==> config.mk <==
export PLATFORM = sky130hd
export DESIGN_NAME = multicycle_control_unit
export DESIGN_NICKNAME = d
export VERILOG_FILES = /design/src/rtl/multicycle_control_unit.sv
export SDC_FILE = /design/constraint.sdc
export NUM_CORES = 1
export LEC_CHECK = 0
export ABC_CLOCK_PERIOD_IN_PS = 2350
export CAP_MARGIN = 40
export CORE_MARGIN = 2
export CORE_UTILIZATION = 45
export DETAILED_ROUTE_END_ITERATION = 8
export DONT_BUFFER_PORTS = 1
export MAX_ROUTING_LAYER = met4
export PLACE_DENSITY_LB_ADDON = 0.12
export SETUP_SLACK_MARGIN = 0.3
export SLEW_MARGIN = 0
export SYNTH_ARGS = -nofsm -noshare
export SYNTH_HDL_FRONTEND = slang
export SYNTH_SLANG_ARGS = --single-unit
export TNS_END_PERCENT = 20
==> constraint.sdc <==
create_clock -name clk -period 2.35 [get_ports clk]
set_input_delay 0.1175 -clock clk [delete_from_list [all_inputs] [get_ports clk]]
set_output_delay 0.1175 -clock clk [all_outputs]
set_load 0.02 [all_outputs]
==> src/rtl/multicycle_control_unit.sv <==
// rtl/multicycle_control_unit.sv - multicycle RV32I-subset control FSM
//
// Purpose:
//   Sequences a multicycle datapath through fetch, decode, memory, execute,
//   writeback, branch and jal states. It decodes the datapath control fields
//   from the current state and instruction fields with no added latency.
//   Unsupported opcodes (and unsupported branch funct3) park the machine in
//   TRAP until reset.
//
// Parameters:
//   MEM_WAIT   1: FETCH/MEMREAD/MEMWRITE stall until mem_ready; 0: never stall
//   BR_EXT     1: bne (funct3=001) accepted on the branch opcode as well as beq
//
// Ports:
//   clk        clock, all state updates on the rising edge
//   rst        synchronous active-high reset
//   Op         opcode from the instruction register
//   funct3     funct3 field
//   funct7     funct7 field (only bit 5 is meaningful)
//   Zero       ALU zero flag
//   mem_ready  memory completes the current access this cycle
//   PCWrite    PC write enable
//   IRWrite    instruction register write enable
//   MemWrite   data memory write enable
//   RegWrite   register file write enable
//   AdrSrc     memory address select (0=PC, 1=ALUOut)
//   ResultSrc  result mux select
//   ALUSrcA    ALU A operand select
//   ALUSrcB    ALU B operand select
//   ImmSrc     immediate format select
//   ALUControl ALU operation
//   state_o    current state code
//   illegal    high while in TRAP
//   retire     one-cycle pulse when an instruction completes

module multicycle_control_unit #(
    parameter bit MEM_WAIT = 1'b1,
    parameter bit BR_EXT   = 1'b0
) (
    input  logic       clk,
    input  logic       rst,
    input  logic [6:0] Op,
    input  logic [2:0] funct3,
    input  logic [6:0] funct7,
    input  logic       Zero,
    input  logic       mem_ready,
    output logic       PCWrite,
    output logic       IRWrite,
    output logic       MemWrite,
    output logic       RegWrite,
    output logic       AdrSrc,
    output logic [1:0] ResultSrc,
    output logic [1:0] ALUSrcA,
    output logic [1:0] ALUSrcB,
    output logic [2:0] ImmSrc,
    output logic [2:0] ALUControl,
    output logic [3:0] state_o,
    output logic       illegal,
    output logic       retire
);

    localparam logic [6:0] OP_LW  = 7'b0000011;
    localparam logic [6:0] OP_SW  = 7'b0100011;
    localparam logic [6:0] OP_R   = 7'b0110011;
    localparam logic [6:0] OP_I   = 7'b0010011;
    localparam logic [6:0] OP_BR  = 7'b1100011;
    localparam logic [6:0] OP_JAL = 7'b1101111;

    typedef enum logic [3:0] {
        S_FETCH    = 4'd0,
        S_DECODE   = 4'd1,
        S_MEMADR   = 4'd2,
        S_MEMREAD  = 4'd3,
        S_MEMWB    = 4'd4,
        S_MEMWRITE = 4'd5,
        S_EXECR    = 4'd6,
        S_EXECI    = 4'd7,
        S_ALUWB    = 4'd8,
        S_BRANCH   = 4'd9,
        S_JAL      = 4'd10,
        S_TRAP     = 4'd11
    } state_t;

    state_t state_q;
    state_t state_d;

    // With MEM_WAIT=0 the memory is assumed to always complete in one cycle.
    logic rdy;
    assign rdy = MEM_WAIT ? mem_ready : 1'b1;

    logic is_beq;
    logic br_ok;
    assign is_beq = (funct3 == 3'b000);
    assign br_ok  = is_beq | (BR_EXT & (funct3 == 3'b001));

    // Only funct7[5] distinguishes sub from add; the rest is don't-care here.
    logic unused_funct7;
    assign unused_funct7 = ^{funct7[6], funct7[4:0]};

    // ---------------------------------------------------------------- state
    always_ff @(posedge clk) begin
        if (rst) begin
            state_q <= S_FETCH;
        end else begin
            state_q <= state_d;
        end
    end

    always_comb begin
        state_d = state_q;
        case (state_q)
            S_FETCH: begin
                if (rdy) state_d = S_DECODE;
            end
            S_DECODE: begin
                case (Op)
                    OP_LW, OP_SW: state_d = S_MEMADR;
                    OP_R:         state_d = S_EXECR;
                    OP_I:         state_d = S_EXECI;
                    OP_BR:        state_d = br_ok ? S_BRANCH : S_TRAP;
                    OP_JAL:       state_d = S_JAL;
                    default:      state_d = S_TRAP;
                endcase
            end
            S_MEMADR: begin
                // The opcode should still be lw/sw here; anything else means
                // the instruction register changed under us, so trap.
                if (Op == OP_LW)      state_d = S_MEMREAD;
                else if (Op == OP_SW) state_d = S_MEMWRITE;
                else                  state_d = S_TRAP;
            end
            S_MEMREAD: begin
                if (rdy) state_d = S_MEMWB;
            end
            S_MEMWB:    state_d = S_FETCH;
            S_MEMWRITE: begin
                if (rdy) state_d = S_FETCH;
            end
            S_EXECR, S_EXECI, S_JAL: state_d = S_ALUWB;
            S_ALUWB, S_BRANCH:       state_d = S_FETCH;
            S_TRAP:                  state_d = S_TRAP;
            default:                 state_d = S_FETCH;
        endcase
    end

    // ---------------------------------------------------- per-state decode
    logic [1:0] alu_op;
    logic       pc_update;
    logic       branch_en;
    logic       ir_write_raw;
    logic       mem_write_raw;
    logic       reg_write_raw;
    logic       retire_raw;
    logic       illegal_raw;

    always_comb begin
        alu_op        = 2'b00;
        pc_update     = 1'b0;
        branch_en     = 1'b0;
        ir_write_raw  = 1'b0;
        mem_write_raw = 1'b0;
        reg_write_raw = 1'b0;
        retire_raw    = 1'b0;
        illegal_raw   = 1'b0;
        AdrSrc        = 1'b0;
        ResultSrc     = 2'b00;
        ALUSrcA       = 2'b00;
        ALUSrcB       = 2'b00;
        case (state_q)
            S_FETCH: begin
                ALUSrcB      = 2'b10;
                ResultSrc    = 2'b10;
                ir_write_raw = rdy;
                pc_update    = rdy;
            end
            S_DECODE: begin
                ALUSrcA = 2'b01;
                ALUSrcB = 2'b01;
            end
            S_MEMADR: begin
                ALUSrcA = 2'b10;
                ALUSrcB = 2'b01;
            end
            S_MEMREAD: begin
                AdrSrc = 1'b1;
            end
            S_MEMWB: begin
                ResultSrc     = 2'b01;
                reg_write_raw = 1'b1;
                retire_raw    = 1'b1;
            end
            S_MEMWRITE: begin
                AdrSrc        = 1'b1;
                mem_write_raw = 1'b1;
                retire_raw    = rdy;
            end
            S_EXECR: begin
                ALUSrcA = 2'b10;
                alu_op  = 2'b10;
            end
            S_EXECI: begin
                ALUSrcA = 2'b10;
                ALUSrcB = 2'b01;
                alu_op  = 2'b10;
            end
            S_ALUWB: begin
                reg_write_raw = 1'b1;
                retire_raw    = 1'b1;
            end
            S_BRANCH: begin
                ALUSrcA    = 2'b10;
                alu_op     = 2'b01;
                branch_en  = 1'b1;
                retire_raw = 1'b1;
            end
            S_JAL: begin
                ALUSrcA   = 2'b01;
                ALUSrcB   = 2'b10;
                pc_update = 1'b1;
            end
            S_TRAP: begin
                illegal_raw = 1'b1;
            end
            default: begin
                alu_op = 2'b00;
            end
        endcase
    end

    // Side-effecting strobes are forced low during reset so a reset landing
    // mid-instruction cannot write memory, registers or the PC.
    assign PCWrite  = ~rst & (pc_update | (branch_en & (is_beq ? Zero : ~Zero)));
    assign IRWrite  = ~rst & ir_write_raw;
    assign MemWrite = ~rst & mem_write_raw;
    assign RegWrite = ~rst & reg_write_raw;
    assign retire   = ~rst & retire_raw;
    assign illegal  = ~rst & illegal_raw;
    assign state_o  = state_q;

    // -------------------------------------------------------- ALU decoder
    always_comb begin
        ALUControl = 3'b000;
        case (alu_op)
            2'b00: ALUControl = 3'b000;
            2'b01: ALUControl = 3'b001;
            default: begin
                case (funct3)
                    // sub only for R-type (Op[5]=1); addi never subtracts
                    3'b000:  ALUControl = (Op[5] & funct7[5]) ? 3'b001 : 3'b000;
                    3'b010:  ALUControl = 3'b101;
                    3'b110:  ALUControl = 3'b011;
                    3'b111:  ALUControl = 3'b010;
                    default: ALUControl = 3'b000;
                endcase
            end
        endcase
    end

    // ---------------------------------------------------- immediate select
    always_comb begin
        case (Op)
            OP_SW:   ImmSrc = 3'b001;
            OP_BR:   ImmSrc = 3'b010;
            OP_JAL:  ImmSrc = 3'b011;
            default: ImmSrc = 3'b000;
        endcase
    end

endmodule

; ---- Yosys cells after proc, flatten, opt, wreduce, memory -nomap -nowiden
; Cells that the tools add are included.
[op_classes]
bitwise = 11
muxes = 25
n_eq_ne = 24
n_reduce_logical = 14
[ops]
columns = op, n
row1 = one-hot mux 4 bit (7 select lines), 1
row2 = two-way mux 4 bit, 5
row3 = one-hot mux 4 bit (5 select lines), 1
row4 = "== test 4 x 3 -> 1 bit, second input constant", 4
row5 = "== test 4 bit, second input constant", 4
row6 = one-hot mux 2 bit (2 select lines), 4
row7 = "== test 7 x 6 -> 1 bit, second input constant", 2
row8 = "== test 7 bit, second input constant", 2
row9 = one-hot mux 3 bit (4 select lines), 1
row10 = OR reduction 2 bit, 6
row11 = OR reduction 3 bit, 3
row12 = bitwise AND 1 bit, 8
row13 = "== test 4 x 2 -> 1 bit, second input constant", 2
row14 = two-way mux 1 bit, 8
row15 = "== test 7 x 2 -> 1 bit, second input constant", 1
row16 = "== test 7 x 5 -> 1 bit, second input constant", 1
row17 = "== test 3 bit, second input constant", 2
row18 = "inequality test 2 bit, second input constant", 3
row19 = one-hot mux 2 bit (3 select lines), 1
row20 = one-hot mux 3 bit (2 select lines), 1
row21 = "== test 4 x 1 -> 1 bit, second input constant", 1
row22 = zero test 4 bit, 1
row23 = one-hot mux 1 bit (2 select lines), 2
row24 = OR reduction 4 bit, 1
row25 = other kinds (8), 9
[word_totals]
in_bits = 21
output_inout_bits = 23
ff_bits = 4

; ---- Longest topological paths before layout
; Gate-level depths: netlist (run 1).
[depth]
word_depth = 5
ltp_mapped = 5
mapped_depth_nobuf = 4

; ---- Least setup slack after synthesis (run 1)
; No wires, ideal clock.
[synth_timing]
kind = reg2out
from = register state_q[0], in the netlist state_o[0]
to = output port IRWrite
slack_ps = 508
n_path_buf = 1
arrival_ps = 1724
path_stages_with_launch = 4
cell_sequence = dfxtp_1 -> buf_2 -> nor4_1 -> and3b_1
[synth_via]
elab_chain_cells = 3
[synth_rtl]
columns = item, line
row1 = from (decl), 84  ; state_t state_q;
row2 = from (signal assigned), 105  ; state_q <= state_d;
row3 = zero test 4 bit, 169  ; case (state_q)
row4 = two-way mux 1 bit, 169
row5 = bitwise AND 1 bit, 233  ; assign IRWrite = ~rst & ir_write_raw;
row6 = to (decl), 48  ; output logic IRWrite,
; Every way passes these cells.

; ---- Worst setup path after layout (run 1)
[layout_timing]
from = register state_q[1], in the netlist state_o[1]
to = output port PCWrite
[layout_via]
elab_chain_cells = 5
elab_cells_between_ends = 8
cone_classes = eq/ne (2) / mux (2) / bitwise (3) / reduce/logical (1)
[layout_rtl]
columns = item, line
row1 = == test 4 bit, 169
row2 = two-way mux 1 bit, 169
row3 = bitwise AND 1 bit, 232  ; assign PCWrite = ~rst & (pc_update | (branch_en & (is_beq ? Zero : ~Zero)));
row4 = bitwise OR 1 bit *, 232
row5 = bitwise AND 1 bit *, 232
row6 = to (decl), 47  ; output logic PCWrite,
; Mark *: on every way between the ends. The rest lies on a longest branch, timed or not.

==> metrics, run 1 <==
CTS tree yes; H-tree depth 1; Synth Register Bits 4; Hold WC Path Type input port to flop; leading area contributor after synthesis dfxtp_1; Final Slew Violations 0; Clock transition at path regs 40 ps; TritonCTS Buffers 3; Placer Congestion 0.903; R2R Setup Slk 610 ps; Slew headroom 57.7%; Power, Total 816 uW; prevailing post-synth register cell dfxtp_1; Post-CTS Setup Bufs 0; synth unique cells 41; post-route setup TNS 0 ps; multi-input logic area 537 um^2; Layout Nets 136; HP Start mem_ready; DR iter-0 viols 18; Core ar. 1490 um^2; clk_skew 1.54 ps; critical path's slowest cell dfxtp_1; RR Endpoint state_o[0]; DP Area 746 um^2; Largest delay share family, worst path flip-flops; post-route ant nets 0; Ant. Diodes 0; outcome finished, final reports clean; Pwr Density 1050 nW/um^2; Top Usage Layer GRT met2; CP Data Arrival Time 1820 ps; non-filler cells, final 129; Final min period 1940 ps; All-Layer GR Usage 19.8%; area grow syn2layout 11.1%; Setup Viol. Count Final 0; die width 43.5 um; vias in the first global route 652; starting density of the core 47.1%; CP startpoint state_o[1]; CP Cell Sequence buf_4 > nor3_1 > a22o_1 > a31oi_1 > nor3_1 > buf_4; met3 Track Usage GR 3.75%; Pleak 0.000290 uW; largest net degree at the start of global routing 18; DRT Wirelength 1840 um; via count 792; Placed Cells 125; Ys Warns 0; CP required 2230 ps; reg2reg path depth 4; FP Rows 14; share of the synthesized area in the top cell type 11.4%; CP startpoint kind flop; max reg flops 4; Clock Path Buffers 2; Clock Latency Late Sink 240 ps; drt drc 0; met1 global-route usage 26.9%; layout cell share with drive strength beyond 1 18.6%; fin crit share 82.4%; async set-reset flop share out of synthesis 0%; Mapped Nets 127; clk sink count 4; CP endpoint kind output port; Buf+Inv Stages, Crit Path 2; drt pass-1 iters 4; Syn Inst Count 106; synthesized area 702 um^2; die area 1890 um^2; Post-synth EDFFs 0; clock root buffer clkbuf_4; first-pass GRT wire length 2790 um; WS Path Type flop to output port; antenna violations before repair 0; Die H 43.5 um; met2 usage 28.1%; Wirelength per Cell 14.2 um; final hold violation count 0; CP max stage delay 660 ps; Peak Freq 516 MHz; RSZ-0062 raised after global routing yes; Worst-Margin Slew 630 ps; Max VDD drop 0.620 mV; PortBufs 0; fillers 159; Seq/Total Area, Yosys 11.4%; Congestion Overflow GR 0; register area 81.3 um^2; worst reg2reg startpoint state_o[1]; most frequent cells in the layout buf_4, nor2_1, a21oi_1, nor3_1, nand2_1; post-route cell area 779 um^2; Via density 6.14; leading post-synthesis cells by cell area dfxtp_1, nor2_1, a21oi_1; Min-Delay Path Depth 3; Detail Placement HPWL 1350 um; largest fanout on the critical path 12; IO Count 44; commonest non-fill, non-tap cell in the layout buf_4; Mapped Avg Cell Area 6.62 um^2; max-cap violations 0; endpoint of the worst hold path state_o[2]
## cells by family (layout without fill, tap and decap cells)
logic type             after synthesis  in the layout  synth area share [%]
flip-flops                           4              4                  11.4
AND/OR/NAND/NOR                     55             55                  42.2
buffers and inverters               13             20                  12.1
XOR/XNOR                             2              2                  2.50
other                                1              1                 0.534
AO/OA/AOI/OAI                       31             31                  31.2
## what timing repair did
| action | 4_1_cts | 5_1_grt |
|---|---|---|
| setup endpoints to repair | 0 | 5 |
| gates resized for setup | 0 | 1 |
| endpoints found under the hold margin | 1 | 0 |
| hold buffers | 1 | 0 |
## power breakdown
part           internal [uW]  switching [uW]  total (uW)
Combinational            212             322         533
Clock                   57.1            27.4        84.4
Sequential              92.6             106         198
Total                    361             455         816
## per-stage QoR
step | util (%) | hold slack, ps | setup slack, ps
CTS | 52.3 | 88.2 | 309
global placement | 50.1 | 205 | 531
global route | 52.4 | 96.0 | 272
detailed placement | 50.1 | 204 | 564
finish | 52.4 | 92.9 | 413
floorplan | - | 311 | 508
## layout make-up
cell class	count	area share (%)
inverter	3	1.44
clock buffer	3	2.89
tap	16	2.57
multi-input combinational	89	68.9
sequential	4	10.4
timing repair buffer	14	13.8
## worst max path at each step
stage / endpoint / slack [ps] / cells past startpoint
after detailed placement: ALUSrcB[0] / 560 / 5
final: PCWrite / 410 / 6
after global placement: state_o[0] / 530 / 4
after floorplan: IRWrite / 510 / 3
after global routing: PCWrite / 270 / 6
after CTS: ALUSrcB[0] / 310 / 5
## metal layers
metal | wire length (um) | part of all wire (%)
met3 | 134 | 7.3
met1 | 839 | 46
met2 | 825 | 45
met5 | 0 | 0
met4 | 35 | 1.9
## tightest hold or removal path: cells and delay by family
kind               cells  cell delay [ps]
AOI/OAI and AO/OA      2               90
and+or+nand+nor        1               80
## Yosys cell counts, drive strengths merged, types with 2 or more instances
| cell type | n |
|---|---|
| or3 | 2 |
| nand4 | 2 |
| a21oi | 8 |
| nor2 | 11 |
| inv | 3 |
| a31oi | 4 |
| nand2 | 8 |
| o21ai | 7 |
| nand3 | 4 |
| nor3 | 8 |
| buf | 8 |
| nor4 | 3 |
| nand3b | 2 |
| nand2b | 5 |
| a2111oi | 3 |
| clkbuf | 2 |
| nor2b | 3 |
| dfxtp | 4 |
| and2 | 2 |
No activity file was read; power rests on OpenSTA's default activity.
==> inputs of run 2 (changes only) <==
--- a/config.mk
+++ b/config.mk
@@ -5,7 +5,7 @@
 export SDC_FILE = /design/constraint.sdc
 export NUM_CORES = 1
 export LEC_CHECK = 0
-export ABC_CLOCK_PERIOD_IN_PS = 2350
+export ABC_CLOCK_PERIOD_IN_PS = 1800
 export CAP_MARGIN = 40
 export CORE_MARGIN = 2
 export CORE_UTILIZATION = 45
==> constraint.sdc (replaced) <==
create_clock -name clk -period 1.8 [get_ports clk]
set_input_delay 0.09 -clock clk [delete_from_list [all_inputs] [get_ports clk]]
set_output_delay 0.09 -clock clk [all_outputs]
set_load 0.02 [all_outputs]
==> run 2 against run 1 <==
Net effect:
- clock power up 27%
- first-iteration DRC count up 33%
- global-route usage up 3.2 points
- cell count up 12%
- worst hold slack worse by 30 ps
- cell area up 26%
- sequential power up 8%
- non-clock buffer count up 15
- count of clock-buffer cells in the layout unchanged
- routed wire length up 16%
- critical path type unchanged
- critical endpoint is now IRWrite
- largest power group unchanged
==> metrics, run 2 (synthesized netlist as in run 1, its figures left out) <==
outcome finished, final reports clean; Hold WC Path Type input port to flop; All-Layer GR Usage 22.9% (+3.2 points); drt drc 0 (unchanged); area grow syn2layout 40.1%; largest net degree at the start of global routing 13 (-5); Clock Path Buffers 2 (unchanged); fillers 134 (-16%); CTS tree yes; Die H 43.5 um (unchanged); max-cap violations 0 (unchanged); Congestion Overflow GR 0 (unchanged); clock root buffer clkbuf_4; commonest non-fill, non-tap cell in the layout buf_4; Layout Nets 151 (+11%); Clock transition at path regs 40 ps (about the same); Min-Delay Path Depth 3 (unchanged); Placer Congestion 0.953 (+5.5%); pre-CTS WS 207 ps (-357 ps); DP Area 856 um^2 (+15%); CP required 1710 ps (-520 ps); Ant. Diodes 0 (unchanged); die area 1890 um^2 (unchanged); post-route ant nets 0 (unchanged); final worst slack 298 ps (-116 ps); Clock Latency Late Sink 230 ps (about the same); max reg flops 4 (unchanged); Core ar. 1490 um^2 (unchanged); Setup Viol. Count Final 0 (unchanged); IO Count 44 (unchanged); CP Data Arrival Time 1410 ps (-410 ps); FP Rows 14 (unchanged); WHS 63.2 ps (-29.7 ps); CP endpoint kind output port; post-layout util 66.1% (+14 points); CP startpoint kind flop; die width 43.5 um (unchanged); antenna violations before repair 0 (unchanged); HP Start mem_ready; drt pass-1 iters 5 (+1); post-route cell area 983 um^2 (+26%); DRT Wirelength 2130 um (+16%); fin crit share 83.5%; clk_skew 2.45 ps (+0.908 ps); WS Path Type flop to output port; RR Endpoint state_o[0]; DR iter-0 viols 24 (+6); Wirelength per Cell 14.8 um (+4.1%); H-tree depth 1 (unchanged); Peak Freq 666 MHz; most frequent cells in the layout buf_4, nor2_1, a21oi_1, nand2_1; starting density of the core 47.1% (unchanged); endpoint of the worst hold path state_o[2]; post-route setup TNS 0 ps (unchanged); reg2reg path depth 4 (unchanged); TritonCTS Buffers 3 (unchanged); Max VDD drop 0.811 mV (+31%); Pleak 0.000388 uW (+34%); Final Slew Violations 0 (unchanged); R2R Setup Slk 330 ps (-280 ps); clk sink count 4 (unchanged); RSZ-0062 raised after global routing yes; vias in the first global route 746 (+14%); layout cell share with drive strength beyond 1 39.1% (+20 points); first-pass GRT wire length 3180 um (+14%); Via density 6.19 (+0.89%); Detail Placement HPWL 1470 um (+9.4%); largest fanout on the critical path 7 (-5); Final min period 1500 ps; PortBufs 0 (unchanged); via count 892 (+13%); worst reg2reg startpoint state_o[2]; final hold violation count 0 (unchanged); Pwr Density 1440 nW/um^2 (+37%)
## run 2: changes by cell type in the layout (fill, tap and decap cells not counted), moves of 2 or more
cell and change:
buf_4 +13, dfxtp_1 -3, dfxtp_4 +3, buf_6 +2, nor2b_1 -2, nor2b_4 +2
nor3_1 -2, nor4_1 -2
## run 2: power by group
group / total, uW / switching (uW) / leakage (uW) / internal (uW)
Sequential: 213 / 76.6 / 0.0000353 / 137
Clock: 107 / 32.7 / 0.0000138 / 74.3
Combinational: 1090 / 596 / 0.000339 / 499
Total: 1410 / 705 / 0.000388 / 710
## run 2: through the flow
stage               power (uW)  instances
floorplan                  845        106
global placement          1110        136
detailed placement        1120        136
CTS                       1240        140
global route              1510        144
finish                    1410        144
## run 2: per-layer routing
layer	global-route usage [%]	vias to the layer above	part of all wire [%]
li1	-	432	-
met1	29.7	411	41
met2	33.4	47	51
met3	4.58	2	7.8
met4	12.1	0	0.38
met5	-	-	0
## run 2: timing repair
item,CTS,global route
pin swaps,0,4
hold buffers,1,0
hold endpoints to repair,1,0
gates resized for setup,4,18
endpoints found under the setup margin,13,11
setup buffers,0,4
## run 2: cell type report
cell class                      count  area [um^2]  share of cell area (%)
Clock buffer                        3         22.5                    2.29
Multi-Input combinational cell     89          609                    62.0
Inverter                            3         11.3                    1.15
Timing Repair Buffer               29          228                    23.2
Tap cell                           16         20.0                    2.04
Sequential cell                     4         92.6                    9.41
## run 2: worst max-delay path by stage
stage               start         end  slack, ps  depth (start not counted)
4_1_cts        state_o[3]     PCWrite        200                          6
5_1_grt        state_o[1]     PCWrite        230                          5
3_3_place_gp   state_o[0]  state_o[0]        200                          4
6_report       state_o[0]     IRWrite        300                          4
3_5_place_dp   state_o[0]  state_o[0]        210                          4
2_1_floorplan  state_o[2]    MemWrite        130                          3
## run 2: worst max-delay path, stage by stage, from the launching register on
cell and delay, ps:
dfxtp_4 380, buf_6 150, buf_4 130, nor4_4 250, and3b_2 280
==> inputs of run 3 (changes only) <==
--- a/config.mk
+++ b/config.mk
@@ -5,11 +5,12 @@
 export SDC_FILE = /design/constraint.sdc
 export NUM_CORES = 1
 export LEC_CHECK = 0
-export ABC_CLOCK_PERIOD_IN_PS = 1800
+export ABC_AREA = 1
+export ABC_CLOCK_PERIOD_IN_PS = 1500
 export CAP_MARGIN = 40
-export CORE_MARGIN = 2
-export CORE_UTILIZATION = 45
+export CORE_AREA = 2 2 39 41
 export DETAILED_ROUTE_END_ITERATION = 8
+export DIE_AREA = 0 0 41 43
 export DONT_BUFFER_PORTS = 1
 export MAX_ROUTING_LAYER = met4
 export PLACE_DENSITY_LB_ADDON = 0.12
==> constraint.sdc (replaced) <==
create_clock -name clk -period 1.5 [get_ports clk]
set_input_delay 0.075 -clock clk [delete_from_list [all_inputs] [get_ports clk]]
set_output_delay 0.075 -clock clk [all_outputs]
set_load 0.02 [all_outputs]
==> run 3 against run 2 <==
Net effect:
- largest cell class unchanged
- synthesized cell count up 7.5%
- utilization up 1.1 points
- die area fell by 6.8%
- synthesized area fell by 17%
- highest routed layer is now met3
- cell area is 5.5% lower
- setup slack lost 190 ps
- cell count is 0.69% higher
- non-clock buffer count decreased by 15
- critical path depth grew 1
- sequential power rose by 31%
==> metrics, run 3 <==
outcome finished, final reports clean; starting density of the core 42.0% (-5.2 points); vias in the first global route 716 (-4.0%); share of the synthesized area in the top cell type 18.8% (+7.3 points); Peak Freq 718 MHz; TritonCTS Buffers 3 (unchanged); DR iter-0 viols 28 (+17%); max-cap violations 0 (unchanged); antenna violations before repair 0 (unchanged); DRT Wirelength 1960 um (-8.3%); Layout Nets 152 (+0.66%); Synth Register Bits 4 (unchanged); post-route setup TNS 0 ps (unchanged); H-tree depth 1 (unchanged); clock root buffer clkbuf_4; prevailing post-synth register cell dfxtp_1; PortBufs 0 (unchanged); Ant. Diodes 0 (unchanged); Clock Path Buffers 2 (unchanged); Clock transition at path regs 40 ps (about the same); Congestion Overflow GR 0 (unchanged); area grow syn2layout 60.1%; die area 1760 um^2 (-6.8%); Hold WC Path Type input port to flop; Placer Congestion 0.854 (-10%); Clock Latency Late Sink 240 ps (about the same); post-layout util 67.2% (+1.1 points); RSZ-0062 raised after global routing yes; WHS 58.8 ps (-4.40 ps); die width 41 um (-5.7%); CP Data Arrival Time 1320 ps (-90 ps); synthesized area 581 um^2 (-17%); final hold violation count 0 (unchanged); clk sink count 4 (unchanged); first-pass GRT wire length 2710 um (-15%); leading area contributor after synthesis nand2_1; Detail Placement HPWL 1330 um (-9.6%); Wirelength per Cell 13.5 um (-8.9%); post-route ant nets 0 (unchanged); Synth top cells by count nand2_1, inv_1, nor2_1; CP required 1420 ps (-290 ps); clk_skew 1.04 ps (-1.40 ps); Via density 5.47 (-12%); count leader, synth nand2_1; WS Path Type flop to output port; most frequent cells in the layout nand2_1, inv_1, buf_4; IO Count 44 (unchanged); Pleak 0.000437 uW (+13%); Pwr Density 1860 nW/um^2 (+29%); largest fanout on the critical path 4 (-3); Core ar. 1380 um^2 (-7.1%); Die H 43 um (-1.1%); Final min period 1390 ps; Max VDD drop 0.668 mV (-18%); CP startpoint kind flop; drt pass-1 iters 4 (-1); commonest non-fill, non-tap cell in the layout nand2_1; async set-reset flop share out of synthesis 0% (unchanged); CTS tree yes; layout cell share with drive strength beyond 1 45.7% (+6.7 points); Final Slew Violations 0 (unchanged); Setup Viol. Count Final 0 (unchanged); Syn Inst Count 114 (+7.5%); Mapped Avg Cell Area 5.09 um^2 (-23%); CP endpoint kind output port; FP Rows 14 (unchanged); drt drc 0 (unchanged); Seq/Total Area, Yosys 13.8% (+2.4 points); via count 793 (-11%); leading post-synthesis cells by cell area nand2_1, inv_1, dfxtp_1; Ys Warns 0 (unchanged); Post-synth EDFFs 0 (unchanged); All-Layer GR Usage 22.2% (-0.73 points); synth unique cells 22 (-46%); largest net degree at the start of global routing 8 (-5); Mapped Nets 135 (+6.3%); fin crit share 92.9%; max reg flops 4 (unchanged)
==> run 3: cell types whose count changed in the layout (fill, tap and decap cells not counted), sizes merged, moves of 5 or more <==
| cell | before | now |
|---|---|---|
| buf | 28 | 13 |
| inv | 3 | 25 |
| nand3 | 4 | 12 |
| nand2 | 8 | 32 |
| nor2 | 11 | 16 |
| nand2b | 5 | 0 |
==> run 3: layer usage <==
layer / vias to the layer above / track usage (%) / share of wire, %
met2: 32 / 37.5 / 54
met4: 0 / 6.67 / 0
li1: 395 / - / -
met1: 366 / 24.7 / 40
met3: 0 / 4.71 / 6.0
met5: - / - / 0
==> run 3: repair_timing <==
action | 4_1_cts | 5_1_grt
buffers inserted | 2 | 5
hold buffers | 1 | 0
pin swaps | 6 | 9
hold endpoints to repair | 4 | 0
resized for setup | 29 | 20
endpoints found under the setup margin | 16 | 18
==> run 3: metrics by stage <==
| step | power, uW | cells | cell area (um^2) | setup slack [ps] |
|---|---|---|---|---|
| 5_1_grt | 1820 | 145 | 930 | 61.5 |
| 3_5_place_dp | 1150 | 134 | 687 | 182 |
| 3_3_place_gp | 1150 | 134 | 687 | 205 |
| 6_report | 1730 | 145 | 930 | 107 |
| 2_1_floorplan | 956 | 114 | 633 | 215 |
| 4_1_cts | 1450 | 140 | 825 | 81.1 |
==> run 3: cell families after synthesis <==
group | synth area share [%]
buffers and inverters | 18.1
and+or+nand+nor | 53.7
AOI/OAI and AO/OA | 13.8
other | 0.646
DFF | 13.8
==> run 3: final cells by class <==
type                       count  area, um^2
clock buffer                   3        22.5
fill                         113         454
inverter                      25         109
multi-input combinational     83         578
sequential                     4        92.6
tap                           16        20.0
timing repair buffer          14         108
==> run 3: worst paths after layout <==
check | start | end | cells after the start | slack (ps)
setup / recovery | state_o[2] | PCWrite | 5 | 110
hold / removal | Op[4] | state_o[3] | 2 | 60
setup reg to reg | state_o[3] | state_o[2] | 9 | 190
hold reg to reg | state_o[1] | state_o[3] | 2 | 570
==> run 3: worst max-delay path: stages (launching register included) <==
cell and delay (ps):
dfxtp_4 370, inv_6 90, nand2_4 80, nor2_4 170
nand3_2 100, a31oi_4 270
==> run 3: power breakdown <==
group          internal (uW)  switching [uW]  leakage [uW]
Sequential               166             113     0.0000353
Clock                   89.6            45.3     0.0000138
Combinational            464             854      0.000388
Total                    720            1010      0.000437
